==> src/rtl/dma_pkg.sv <==
// rtl/dma_pkg.sv - shared types and constants for the DMA priority arbiter
package dma_pkg;

    localparam int DMA_NUM_CH = 4;

    // Command-register bit positions feeding the arbiter control inputs
    localparam int CMD_CTRL_DIS  = 2;
    localparam int CMD_ROT_PRI   = 4;
    localparam int CMD_DREQ_LOW  = 6;
    localparam int CMD_DACK_HIGH = 7;

    typedef enum logic [1:0] {
        IDLE    = 2'd0,
        REQ     = 2'd1,
        GRANT   = 2'd2,
        RELEASE = 2'd3
    } arb_state_e;

    typedef logic [$clog2(DMA_NUM_CH)-1:0] ch_idx_t;

endpackage

==> src/rtl/dma_priority_arbiter_if.sv <==
// rtl/dma_priority_arbiter_if.sv - DREQ/DACK, HRQ/HLDA and grant handshake bundle
interface dma_priority_arbiter_if
    import dma_pkg::*;
#(
    parameter int NUM_CH = DMA_NUM_CH,
    parameter int CH_W   = (NUM_CH > 1) ? $clog2(NUM_CH) : 1
);
    logic [NUM_CH-1:0] DREQ;
    logic              HLDA;
    logic              xferDone;
    logic              HRQ;
    logic [NUM_CH-1:0] DACK;
    logic              grantValid;
    logic [CH_W-1:0]   grantCh;
    logic [NUM_CH-1:0] reqClr;

    // master: the arbiter; slave: channel lines, CPU and timing FSM
    modport master (
        input  DREQ, HLDA, xferDone,
        output HRQ, DACK, grantValid, grantCh, reqClr
    );

    modport slave (
        output DREQ, HLDA, xferDone,
        input  HRQ, DACK, grantValid, grantCh, reqClr
    );
endinterface

==> src/rtl/dma_pri_encoder.sv <==
// rtl/dma_pri_encoder.sv - fixed/rotating priority resolver over the effective requests
module dma_pri_encoder #(
    parameter int NUM_CH = 4,
    parameter int CH_W   = (NUM_CH > 1) ? $clog2(NUM_CH) : 1
) (
    input  logic [NUM_CH-1:0] eff_req,
    input  logic [CH_W-1:0]   last_ch,
    input  logic              rotate_pri,
    output logic [CH_W-1:0]   winner,
    output logic              any_req
);

    // Scan upward starting just after the lowest-priority channel; fixed mode
    // behaves as if channel NUM_CH-1 had been serviced last.
    always_comb begin
        int              base;
        int              pos;
        logic [CH_W-1:0] sel;
        logic            found;
        winner = '0;
        found  = 1'b0;
        base   = rotate_pri ? int'(last_ch) : NUM_CH - 1;
        for (int k = 1; k <= NUM_CH; k++) begin
            pos = base + k;
            if (pos >= NUM_CH) begin
                pos = pos - NUM_CH;
            end
            sel = CH_W'(pos);
            if (!found && eff_req[sel]) begin
                found  = 1'b1;
                winner = sel;
            end
        end
        any_req = |eff_req;
    end

endmodule

==> src/rtl/dma_priority_arbiter.sv <==
// rtl/dma_priority_arbiter.sv - DMA channel arbiter with HRQ/HLDA handshake; optional DMA_DREQ_SYNC_EN
module dma_priority_arbiter
    import dma_pkg::*;
#(
    parameter int NUM_CH = DMA_NUM_CH,
    parameter int CH_W   = (NUM_CH > 1) ? $clog2(NUM_CH) : 1
) (
    input  logic                   CLK,
    input  logic                   RESET,
    dma_priority_arbiter_if.master bus,
    input  logic [NUM_CH-1:0]      maskReg,
    input  logic [NUM_CH-1:0]      requestReg,
    input  logic                   dreqSenseLow,
    input  logic                   dackSenseHigh,
    input  logic                   rotatePri,
    input  logic                   ctrlDisable
);

    localparam logic [NUM_CH-1:0] ONE_LSB = NUM_CH'(1);

    arb_state_e        state_q, state_d;
    logic              hrq_q, hrq_d;
    logic              grant_valid_q, grant_valid_d;
    logic [CH_W-1:0]   grant_ch_q, grant_ch_d;
    logic [NUM_CH-1:0] dack_oh_q, dack_oh_d;
    logic [NUM_CH-1:0] req_clr_q, req_clr_d;
    logic [CH_W-1:0]   last_ch_q, last_ch_d;

    logic [NUM_CH-1:0] dreq_raw;
    logic [NUM_CH-1:0] eff_req;
    logic [CH_W-1:0]   winner;
    logic              any_req;

`ifdef DMA_DREQ_SYNC_EN
    logic [NUM_CH-1:0] sync1_q, sync1_d;
    logic [NUM_CH-1:0] sync2_q, sync2_d;

    // Two-stage DREQ synchronizer input selection
    always_comb begin
        sync1_d = bus.DREQ;
        sync2_d = sync1_q;
    end

    // Synchronizer flops come out of reset at the inactive DREQ level
    always_ff @(posedge CLK or posedge RESET) begin
        if (RESET) begin
            sync1_q <= {NUM_CH{dreqSenseLow}};
            sync2_q <= {NUM_CH{dreqSenseLow}};
        end else begin
            sync1_q <= sync1_d;
            sync2_q <= sync2_d;
        end
    end

    assign dreq_raw = sync2_q;
`else
    assign dreq_raw = bus.DREQ;
`endif

    // Software requests bypass the mask; hardware requests are polarity-corrected first
    assign eff_req = ((dreq_raw ^ {NUM_CH{dreqSenseLow}}) & ~maskReg) | requestReg;

    dma_pri_encoder #(
        .NUM_CH (NUM_CH),
        .CH_W   (CH_W)
    ) u_pri_encoder (
        .eff_req    (eff_req),
        .last_ch    (last_ch_q),
        .rotate_pri (rotatePri),
        .winner     (winner),
        .any_req    (any_req)
    );

    // State and registered-output flops
    always_ff @(posedge CLK or posedge RESET) begin
        if (RESET) begin
            state_q       <= IDLE;
            hrq_q         <= 1'b0;
            grant_valid_q <= 1'b0;
            grant_ch_q    <= '0;
            dack_oh_q     <= '0;
            req_clr_q     <= '0;
            last_ch_q     <= CH_W'(NUM_CH - 1);
        end else begin
            state_q       <= state_d;
            hrq_q         <= hrq_d;
            grant_valid_q <= grant_valid_d;
            grant_ch_q    <= grant_ch_d;
            dack_oh_q     <= dack_oh_d;
            req_clr_q     <= req_clr_d;
            last_ch_q     <= last_ch_d;
        end
    end

    // Next-state: request, bus hold, frozen service, one-cycle release
    always_comb begin
        state_d = state_q;
        case (state_q)
            IDLE: begin
                if (any_req && !ctrlDisable) begin
                    state_d = REQ;
                end
            end
            REQ: begin
                if (!any_req || ctrlDisable) begin
                    state_d = IDLE;
                end else if (bus.HLDA) begin
                    state_d = GRANT;
                end
            end
            GRANT: begin
                if (bus.xferDone || !bus.HLDA) begin
                    state_d = RELEASE;
                end
            end
            RELEASE: state_d = IDLE;
            default: state_d = IDLE;
        endcase
    end

    // Output values for the coming cycle, derived from the transition being taken
    always_comb begin
        hrq_d         = (state_d == REQ) || (state_d == GRANT);
        grant_valid_d = (state_d == GRANT);
        grant_ch_d    = grant_ch_q;
        if (state_q == REQ && state_d == GRANT) begin
            grant_ch_d = winner;
        end
        dack_oh_d = '0;
        if (state_d == GRANT) begin
            dack_oh_d = ONE_LSB << grant_ch_d;
        end
        req_clr_d = '0;
        last_ch_d = last_ch_q;
        if (state_q == GRANT && state_d == RELEASE) begin
            last_ch_d = grant_ch_q;
            req_clr_d = requestReg & (ONE_LSB << grant_ch_q);
        end
    end

    assign bus.HRQ        = hrq_q;
    assign bus.grantValid = grant_valid_q;
    assign bus.grantCh    = grant_ch_q;
    assign bus.reqClr     = req_clr_q;
    assign bus.DACK       = dackSenseHigh ? dack_oh_q : ~dack_oh_q;

endmodule

==> src/flat_wrapper.sv <==
// flat-port wrapper written by rule: the top's interface ports become plain ports
module dma_priority_arbiter_flat import dma_pkg::*;
#(
    parameter int NUM_CH = DMA_NUM_CH,
    parameter int CH_W   = (NUM_CH > 1) ? $clog2(NUM_CH) : 1
)
  (CLK, RESET, maskReg, requestReg, dreqSenseLow, dackSenseHigh, rotatePri, ctrlDisable, bus_DREQ, bus_HLDA, bus_xferDone, bus_HRQ, bus_DACK, bus_grantValid, bus_grantCh, bus_reqClr);
  dma_priority_arbiter_if #(.NUM_CH(NUM_CH), .CH_W(CH_W)) bus_i ();
  input  logic CLK;
  input  logic RESET;
  input  logic [NUM_CH-1:0] maskReg;
  input  logic [NUM_CH-1:0] requestReg;
  input  logic dreqSenseLow;
  input  logic dackSenseHigh;
  input  logic rotatePri;
  input  logic ctrlDisable;
  input wire logic [$bits(bus_i.DREQ)-1:0] bus_DREQ;
  input wire logic [$bits(bus_i.HLDA)-1:0] bus_HLDA;
  input wire logic [$bits(bus_i.xferDone)-1:0] bus_xferDone;
  output wire logic [$bits(bus_i.HRQ)-1:0] bus_HRQ;
  output wire logic [$bits(bus_i.DACK)-1:0] bus_DACK;
  output wire logic [$bits(bus_i.grantValid)-1:0] bus_grantValid;
  output wire logic [$bits(bus_i.grantCh)-1:0] bus_grantCh;
  output wire logic [$bits(bus_i.reqClr)-1:0] bus_reqClr;
  assign bus_i.DREQ = bus_DREQ;
  assign bus_i.HLDA = bus_HLDA;
  assign bus_i.xferDone = bus_xferDone;
  assign bus_HRQ = bus_i.HRQ;
  assign bus_DACK = bus_i.DACK;
  assign bus_grantValid = bus_i.grantValid;
  assign bus_grantCh = bus_i.grantCh;
  assign bus_reqClr = bus_i.reqClr;
  dma_priority_arbiter #(.NUM_CH(NUM_CH), .CH_W(CH_W)) u_core (.CLK(CLK), .RESET(RESET), .bus(bus_i), .maskReg(maskReg), .requestReg(requestReg), .dreqSenseLow(dreqSenseLow), .dackSenseHigh(dackSenseHigh), .rotatePri(rotatePri), .ctrlDisable(ctrlDisable));
endmodule
==> config.mk <==
export PLATFORM = sky130hd
export DESIGN_NAME = dma_priority_arbiter_flat
export DESIGN_NICKNAME = d
export VERILOG_FILES = /design/src/rtl/dma_pkg.sv /design/src/rtl/dma_priority_arbiter_if.sv /design/src/rtl/dma_pri_encoder.sv /design/src/rtl/dma_priority_arbiter.sv /design/src/flat_wrapper.sv
export SDC_FILE = /design/constraint.sdc
export NUM_CORES = 1
export LEC_CHECK = 0
export BUFFER_PORTS_ARGS = -buffer_cell sky130_fd_sc_hd__buf_2
export CAP_MARGIN = 20
export CORE_ASPECT_RATIO = 1.2
export CORE_UTILIZATION = 31
export CTS_CLUSTER_SIZE = 28
export DETAILED_ROUTE_END_ITERATION = 8
export HOLD_SLACK_MARGIN = 0.12
export PLACE_DENSITY = 0.56
export SETUP_SLACK_MARGIN = 0.5
export SLEW_MARGIN = 20
export SYNTH_ARGS = -nofsm -noshare
export SYNTH_HDL_FRONTEND = slang
export SYNTH_HIERARCHICAL = 1
export SYNTH_SLANG_ARGS = --single-unit
==> constraint.sdc <==
create_clock -name CLK -period 2.55 [get_ports CLK]
set_input_delay 0.765 -clock CLK [delete_from_list [all_inputs] [get_ports CLK]]
set_output_delay 0.765 -clock CLK [all_outputs]
set_load 0.05 [all_outputs]
Yosys cells after proc, flatten, opt, wreduce, memory -nomap -nowiden
Index checks and enable logic that the tools add are counted.
{"block": "totals", "wordCells": 83, "regBits": 16, "ram_bits": 0, "output_inout_bits": 12, "latchBits": 0, "in_bits": 20, "n_memories": 0, "mem_bits_ro": 0}
{"block": "op_classes", "n_mux": 29, "bitwise": 6, "shift": 2, "n_div": 0, "mul": 0, "magnitude_cmp": 8, "n_eq_ne": 6, "add_sub_neg": 8, "reduce_logical": 17}
{"op": "$mux W2", "n": 14}
{"op": "$lt A2 B3 Y1 const B", "n": 4}
{"op": "$mux W4", "n": 3}
{"op": "$ge A3 B3 Y1 const B", "n": 3}
{"op": "$and A4 B4 Y4", "n": 2}
{"op": "$bmux W1 S2", "n": 4}
{"op": "$eq A2 B2 Y1 const B", "n": 4}
{"op": "$not A4 Y4", "n": 2}
{"op": "$pmux W2 S4", "n": 1}
{"op": "$shl A1 B2 Y4 const A", "n": 2}
{"op": "$sub A2 B1 Y2 const B", "n": 4}
{"op": "$mux W1", "n": 7}
{"op": "$add A2 B2 Y3 const B", "n": 2}
{"op": "$logic_and A1 B1 Y1", "n": 6}
{"op": "$logic_not A1 Y1", "n": 6}
{"op": "$add A2 B3 Y4 const B", "n": 1}
{"op": "$eq A2 B1 Y1 const B", "n": 2}
{"op": "$ge A4 B3 Y1 const B", "n": 1}
{"op": "$or A4 B4 Y4", "n": 1}
{"op": "$reduce_or A4 Y1", "n": 1}
{"op": "$xor A4 B4 Y4", "n": 1}
{"op": "$add A2 B1 Y3 const B", "n": 1}
{"op": "$logic_or A1 B1 Y1", "n": 3}
{"op": "$logic_not A2 Y1", "n": 1}

Depth between registers and ports, before layout
Gate-level depths: netlist (run 1).
{"block": "depth", "ltp_word": 19, "mapped_depth": 12, "ltp_nobuf": 11}

Hierarchy
Netlist (run 1), hierarchy kept.
{"mod": "dma_priority_arbiter", "n_inst": 1, "cells_per_inst": 71, "seq_area_each_um2": 402.9, "area_per_inst_um2": 807.0}
{"mod": "dma_pri_encoder", "n_inst": 1, "cells_per_inst": 21, "seq_area_each_um2": 0.0, "area_per_inst_um2": 125.1}

Least setup slack after synthesis (run 1)
Ideal clock, no wire load.
{"block": "synth_timing", "path_kind": "input -> register", "start": "input dreqSenseLow", "end": "register u_core.grant_ch_q[0] (netlist: u_core/bus.grantCh[0])", "n_path_buf": 1, "arrival_time_ns": 2.589, "required_time_ns": 2.425, "cell_stages": 11, "setup_ns": 0.125, "path_slack_ns": -0.164, "cell_sequence": "clkbuf_1 -> xnor2_1 -> o21bai_1 -> nor2_1 -> nand2_1 -> nor2b_1 -> nand3_1 -> mux2i_1 -> ha_1 -> nand2_2 -> mux2_4"}
{"block": "synth_via", "elab_cells_between_ends": 34, "cone_classes": "eq/ne: 1; mux: 19; bitwise: 3; reduce/logical: 11"}
{"element": "start, declared", "line": "flat_wrapper.sv:13", "source": "input logic dreqSenseLow;"}
{"element": "$xor A4 B4 Y4 (*)", "line": "dma_priority_arbiter.sv:61", "source": "assign eff_req = ((dreq_raw ^ {NUM_CH{dreqSenseLow}}) & ~maskReg) | requestReg;"}
{"element": "$and A4 B4 Y4 (*)", "line": "dma_priority_arbiter.sv:61"}
{"element": "$or A4 B4 Y4 (*)", "line": "dma_priority_arbiter.sv:61"}
{"element": "named net u_core.eff_req[1]", "line": "dma_priority_arbiter.sv:30", "source": "logic [NUM_CH-1:0] eff_req;"}
{"element": "$reduce_or A4 Y1 (*)", "line": "dma_pri_encoder.sv:34", "source": "any_req = |eff_req;"}
{"element": "named net u_core.any_req", "line": "dma_priority_arbiter.sv:32", "source": "logic any_req;"}
{"element": "$logic_not A1 Y1", "line": "dma_priority_arbiter.sv:105", "source": "if (!any_req || ctrlDisable) begin"}
{"element": "$logic_or A1 B1 Y1", "line": "dma_priority_arbiter.sv:105"}
{"element": "$mux W2", "line": "dma_priority_arbiter.sv:105"}
{"element": "$pmux W2 S4 (*)", "line": "dma_priority_arbiter.sv:98", "source": "case (state_q)"}
{"element": "named net u_core.state_d[1]", "line": "dma_priority_arbiter.sv:21", "source": "arb_state_e state_q, state_d;"}
{"element": "$eq A2 B2 Y1 (*)"}
{"element": "named net u_core.grant_valid_d", "line": "dma_priority_arbiter.sv:23", "source": "logic grant_valid_q, grant_valid_d;"}
{"element": "$logic_and A1 B1 Y1 (*)", "line": "dma_priority_arbiter.sv:126", "source": "if (state_q == REQ && state_d == GRANT) begin"}
{"element": "$mux W2 (*)", "line": "dma_priority_arbiter.sv:126"}
{"element": "named net u_core.grant_ch_d[0]", "line": "dma_priority_arbiter.sv:24", "source": "logic [CH_W-1:0] grant_ch_q, grant_ch_d;"}
{"element": "end signal, assigned", "line": "dma_priority_arbiter.sv:88", "source": "grant_ch_q <= grant_ch_d;"}
{"element": "end, declared", "line": "dma_priority_arbiter.sv:24"}
Mark *: on every way through the listed nets, which the timed path passes. The rest lies on a longest branch. The select of a mux whose other input is x is not followed.
A chain may end at the register's enable or synchronous reset.

Final worst setup path (run 1)
Same ends and word-level chain as after synthesis.

==> results of run 1 <==
==> cells in the mapped netlist (all sizes together), types with 2 or more instances <==
cell / number
dfrtp: 14
nand2: 9
xnor2: 8
nand3b: 6
a21boi: 4
nand3: 4
nor2: 4
nor2b: 4
o21bai: 4
inv: 3
mux2: 3
nor3: 3
o21ai: 3
a21oi: 2
buf: 2
clkbuf: 2
dfstp: 2
ha: 2
==> layer usage <==
metal	routed length, um	global-route usage [%]	up-vias
met5	0	0	-
met4	41	7.72	0
met3	91	3.16	4
met2	1060	24.7	20
met1	886	17.4	383
li1	-	-	412
==> repair_timing <==
action,CTS,global route
setup buffers,1,5
setup endpoints to repair,16,12
pin swaps,12,8
gates resized for setup,23,15
==> worst max-delay path, delay by kind of cell <==
kind                       cells  cell delay (ns)
muxes                          2             0.48
and+or+nand+nor                5             0.45
buffers and inverters          2             0.26
adders and majority gates      1             0.18
AOI/OAI and AO/OA              1             0.17
xor gates and xnor gates       1             0.12
==> power by group through the flow <==
stage / registers, uW / clock network, uW / logic, uW
final: 469 / 167 / 667
after global routing: 490 / 185 / 719
after CTS: 455 / 175 / 602
after detailed placement: 453 / 0 / 556
after global placement: 452 / 0 / 558
after floorplan: 503 / 0 / 375
==> cells in the final DEF, fill, tap and decap left out, drive strengths merged, types with 4 or more instances in the layout <==
master / Yosys / layout
nor2: 4 / 4
dfrtp: 14 / 14
o21bai: 4 / 4
nand3b: 6 / 6
a21boi: 4 / 4
nor2b: 4 / 4
nand3: 4 / 4
xnor2: 8 / 8
buf: 2 / 44
nand2: 9 / 9
clkbuf: 2 / 4
==> logic make-up (layout without fill, tap and decap cells) <==
logic type / Yosys count / in the layout / synth area share [%]
AO/OA/AOI/OAI: 20 / 20 / 16.4
AND/OR/NAND/NOR: 35 / 35 / 21.7
multiplexers: 4 / 4 / 5.50
XOR/XNOR: 8 / 8 / 7.52
flip-flops: 16 / 16 / 43.2
adder cells (fa/ha/maj): 2 / 2 / 2.68
buffers and inverters: 7 / 51 / 2.95
==> how the worst max path moves through the flow <==
stage / from / end / depth (start not counted)
finish: dreqSenseLow / u_core/bus.grantCh[0] / 12
global route: dreqSenseLow / u_core/bus.reqClr[2] / 12
CTS: dreqSenseLow / u_core/last_ch_q[1] / 11
detailed placement: dreqSenseLow / u_core/bus.reqClr[0] / 11
global placement: dreqSenseLow / u_core/dack_oh_q[0] / 11
floorplan: dreqSenseLow / u_core/bus.grantCh[0] / 11
==> flip-flops by register name, summed over array words and instances, names as in the netlist <==
register               cells
u_core/dack_oh_q           4
u_core/last_ch_q           2
u_core/bus.grantValid      1
u_core/bus.HRQ             1
u_core/bus.reqClr          4
u_core/state_q             2
u_core/bus.grantCh         2
==> through the flow <==
| step | setup TNS, ns | total power [uW] |
|---|---|---|
| floorplan | 0 | 878 |
| global route | 0 | 1390 |
| global placement | -0.0205 | 1010 |
| finish | 0 | 1300 |
| CTS | 0 | 1230 |
| detailed placement | -0.342 | 1010 |
==> cell type report <==
| cell class | count | area (um2) |
|---|---|---|
| fillers | 260 | 1260 |
| repair buffers | 44 | 304 |
| multi-input cells | 69 | 754 |
| well taps | 34 | 42.5 |
| clock buffers | 4 | 36.3 |
| flip-flops and latches | 16 | 403 |
| inverters | 3 | 11.3 |
==> flow_summary.toml, run 1 <==
[outcome]
status = "completed"

[finish]
fin_cells = 170
antenna_cells_inserted = 0
final_layout_size_suffix_gt1_share_pct = 61.8
final_cell_area_mm2 = 0.00155
area_delta_synth_final_pct = 66.4
design.final.nets = 159
post-route-util_pct = 55.2

[placed_design]
pre_cts_ws_ns = -0.128
instance_count_after_placement_with_tap_cells_included = 160
placement.cell_area_mm2 = 0.00128
place_hpwl_mm = 1.52
numPortBuffers = 31
place.gp.congestion = 0.755

[setup_path]
worstRegToRegCells = 5
timing.critical_path.to_type = "flip-flop"
required_ns = 2.72
worst_r2r_endpoint = "u_core/last_ch_q[1]"
path_max_fanout = 4
critPathKind = "in -> reg"
setup.reg_to_reg.worst_slack_ns = 0.83
critical_path.reg2reg.startpoint = "u_core/state_q[0]"
slowest_stage = "mux2_4"
cp_cell_sequence = "buf_12 > xnor2_4 > o21bai_2 > nor2_1 > nand2_1 > nor2b_4 > nand3_2 > mux2i_4 > buf_4 > ha_2 > nand2_2 > mux2_4"
start_kind = "primary input"
crit_path_max_incr_delay_ns = 0.30
arrival_ns = 2.43

[timing]
setup_repair_after_global_routing_missed_its_margin = "yes"
timing.final.ws_setup_ns = 0.296
clock_skew_ns = 0.00224
hold-worst-slack_ns = 0.527
worst_slew_margin_rel_pct = 60.0
post-route-min-period_ns = 2.25
max_clock_freq_mhz = 444
timing_hold_violations_final = 0
slew_viol_final = 0
period_share_pct = 88.4
worst_slew_pin_slew_ns = 0.599
number_of_setup_violations_in_the_final_report = 0

[clock_tree]
cts_tree = "yes"
worstSkewPairLatency_ns = 0.28
clockBufferDepth = 2
post_cts_hold_fix_bufs = 0
clock-root-buffer = "clkbuf_4"
clock_pin_slew_worst_setup_and_hold_paths_ns = 0.10
clock-sinks = 16
cts_inserted_buffers = 3
cts_htree_levels = 1

[logic_synthesis]
post_synth_edffs = 0
yosys.area.top_type_share_pct = 37.6
postSynthAreaPerCell_um2 = 10.1
netlist_area_um2 = 932
post_synth_num_cell_types = 38
async_flop_share_pct = 100
postSynthRegisterBits = 16
synthDominantAreaCellType = "dfrtp_1"
portion_of_the_post_synthesis_area_used_by_sequential_elements_pct = 43.2
synth_top_cells_by_area = "dfrtp_1 38%, xnor2_1 7.5%, dfstp_2 5.6%"
synth-main-ff-cell = "dfrtp_1"
ys_warn_count = 6
syn_nets = 114
syn-instance-count = 92

[die]
starting_density_of_the_core_pct = 33.2
fp.dieW_um = 52.1
core.rowCount = 21
core-area_mm2 = 0.00281
chip_height_um = 62.1
total_i_o_pin_count = 32
design.die.area_mm2 = 0.00323

[pwr]
power_frac_seq_pct = 36.0
peakVddDrop_v = 0.000520
switching_share_pct = 43.4
clock_power_share_pct = 12.8
cellPowerDensity_mw_per_mm2 = 840
power.switching_uw = 566
cell_internal_pwr_uw = 737
p_leak_uw = 0.000695
portion_of_total_power_attributed_to_combinational_logic_pct = 51.2

[worst_hold_path]
worst_hold_path_type = "in -> async"

[global_route]
antenna_violations_before_repair = 0
grt_usage_pct = 14.6
maximum_number_of_pins_on_one_net_before_global_route_repair = 17
grt_remaining_overflow = 0
grt_first_pass_wirelength_mm = 3.42
number_of_global_route_vias_before_repair = 791

[job]
max-cap-violations = 0

[detailed_routing]
wire_per_inst_um = 12.2
final_antenna_net_count = 0
detail_route.wirelength_mm = 2.08
detail_route.iter0.violations = 10
drt-pass1-iter-count = 3
via_count = 819
drc = 0
vias_per_cell = 4.82
Note: power is estimated with default switching activity, not from simulation.
==> run 2: changes to the inputs <==
--- a/config.mk
+++ b/config.mk
@@ -5,14 +5,15 @@
 export SDC_FILE = /design/constraint.sdc
 export NUM_CORES = 1
 export LEC_CHECK = 0
-export BUFFER_PORTS_ARGS = -buffer_cell sky130_fd_sc_hd__buf_2
 export CAP_MARGIN = 20
 export CORE_ASPECT_RATIO = 1.2
 export CORE_UTILIZATION = 31
 export CTS_CLUSTER_SIZE = 28
 export DETAILED_ROUTE_END_ITERATION = 8
+export DONT_BUFFER_PORTS = 1
 export HOLD_SLACK_MARGIN = 0.12
-export PLACE_DENSITY = 0.56
+export MAX_ROUTING_LAYER = met4
+export PLACE_DENSITY = 0.47
 export SETUP_SLACK_MARGIN = 0.5
 export SLEW_MARGIN = 20
 export SYNTH_ARGS = -nofsm -noshare
==> flow_summary.toml, run 2 (synthesis gave the netlist of run 1 again) <==
[outcome]
status = "completed"

[finish]
antenna_cells_inserted = 0
final_layout_size_suffix_gt1_share_pct = 43.0
filler_cell_count = 251
design.final.nets = 123
layout.cells.most_common = "dfrtp_1"
commonest_non_fill_non_tap_cells_in_the_layout = "14 x dfrtp_1, 8 x nand2_1, 7 x buf_4, 6 x nand3b_1, 6 x xnor2_4"
area_delta_synth_final_pct = 36.2

[pwr]
clock_power_share_pct = 14.1
cellPowerDensity_mw_per_mm2 = 930
power_frac_seq_pct = 48.0
peakVddDrop_v = 0.000511
power.switching_uw = 525
portion_of_total_power_attributed_to_combinational_logic_pct = 37.9
switching_share_pct = 44.5
cell_internal_pwr_uw = 656
p_leak_uw = 0.000521
power_uw = 1180

[die]
fp.dieW_um = 52.1
core.rowCount = 21
total_i_o_pin_count = 32
starting_density_of_the_core_pct = 33.2
core-area_mm2 = 0.00281
design.die.area_mm2 = 0.00323
chip_height_um = 62.1

[detailed_routing]
vias_per_cell = 5.07
via_count = 679
final_antenna_net_count = 0
met1_length_um = 872
highest-signal-layer = "met4"
detail_route.wirelength_mm = 1.99
met3_wirelength_um = 101
drt-pass1-iter-count = 2
met2RoutedLength_um = 984
detail_route.iter0.violations = 16
wire_per_inst_um = 14.8
drc = 0

[setup_path]
cp_cell_sequence = "xnor2_2 > o21bai_2 > nor2_2 > nand2_1 > nor2b_4 > nand3_2 > mux2i_4 > ha_2 > nand3b_1 > nor4b_2"
critPathBufInv = 0
worstRegToRegCells = 5
crit_path_max_incr_delay_ns = 0.30
setup.reg_to_reg.worst_slack_ns = 0.84
critPathTopFamily = "simple AND/OR/NAND/NOR gates"
critPathKind = "in -> reg"
required_ns = 2.73
start_kind = "primary input"
worst_r2r_endpoint = "u_core/bus.reqClr[0]"
slowest_stage = "nor4b_2"
path_max_fanout = 4
arrival_ns = 2.28
critical_path.reg2reg.startpoint = "u_core/state_q[0]"
timing.critical_path.to_type = "flip-flop"

[clock_tree]
worstSkewPairLatency_ns = 0.29
clockBufferDepth = 2
cts_inserted_buffers = 3
clock-sinks = 16
cts_tree = "yes"
clock_pin_slew_worst_setup_and_hold_paths_ns = 0.10
clock-root-buffer = "clkbuf_4"
post_cts_hold_fix_bufs = 0
cts_htree_levels = 1

[worst_hold_path]
worst_hold_path_type = "in -> async"

[timing]
period_share_pct = 82.0
slew_viol_final = 0
totalNegativeSetupSlack_ns = 0
timing_hold_violations_final = 0
setup_repair_after_global_routing_missed_its_margin = "yes"
worst_slew_pin_slew_ns = 0.792
post-route-min-period_ns = 2.09
worst_slew_margin_rel_pct = 47.2
max_clock_freq_mhz = 478
number_of_setup_violations_in_the_final_report = 0
clock_skew_ns = 0.00775

[global_route]
maximum_number_of_pins_on_one_net_before_global_route_repair = 17
number_of_global_route_vias_before_repair = 681
antenna_violations_before_repair = 0
grt_first_pass_wirelength_mm = 3.22
grt_remaining_overflow = 0
grt_usage_pct = 14.7

[job]
max-cap-violations = 0

[placed_design]
numPortBuffers = 0
place.gp.congestion = 0.730
place_hpwl_mm = 1.47
run 2: final cells by class:
type | instances | area, um2 | share of cell area [%]
clock buffers | 4 | 36.3 | 2.86
inverters | 3 | 11.3 | 0.887
multi-input cells | 69 | 713 | 56.2
flip-flops and latches | 16 | 403 | 31.7
well taps | 34 | 42.5 | 3.35
repair buffers | 8 | 63.8 | 5.02
run 2: how the worst max path moves through the flow:
stage,endpoint,depth (start not counted),startpoint,slack [ns]
global placement,u_core/bus.reqClr[0],10,bus_DREQ[2],0.13
finish,u_core/bus.reqClr[0],10,bus_DREQ[2],0.46
floorplan,u_core/bus.grantCh[0],11,dreqSenseLow,0.03
detailed placement,u_core/bus.reqClr[0],10,dreqSenseLow,0.02
CTS,u_core/last_ch_q[1],10,bus_DREQ[2],0.45
global route,u_core/bus.reqClr[0],10,bus_DREQ[2],0.36
run 2: timing repair:
| action | in CTS | in global routing |
|---|---|---|
| buffers inserted | 1 | 1 |
| setup endpoints to repair | 7 | 12 |
| pin swaps | 2 | 7 |
| gates resized for setup | 4 | 12 |
run 2: routing by layer:
metal	vias up	global-route usage (%)
li1	344	-
met1	310	17.0
met2	20	23.1
met3	5	5.60
met4	0	5.79
met5	-	-
run 2: through the flow:
step	setup slack, ns	hold slack, ns	cell area, um2	instances	utilization [%]
final	0.458	0.414	1270	134	45.2
after global routing	0.360	0.451	1270	134	45.2
after CTS	0.446	0.431	1190	133	42.2
after detailed placement	0.0224	0.509	1120	128	39.9
after global placement	0.127	0.508	1120	128	39.9
after floorplan	0.0321	0.475	1080	92	-
run 2: power groups by stage:
stage / combinational [uW] / clock, uW / sequential [uW]
6_report: 448 / 167 / 567
2_1_floorplan: 375 / 0 / 503
3_5_place_dp: 399 / 0 / 560
5_1_grt: 483 / 188 / 584
4_1_cts: 413 / 174 / 561
3_3_place_gp: 400 / 0 / 557
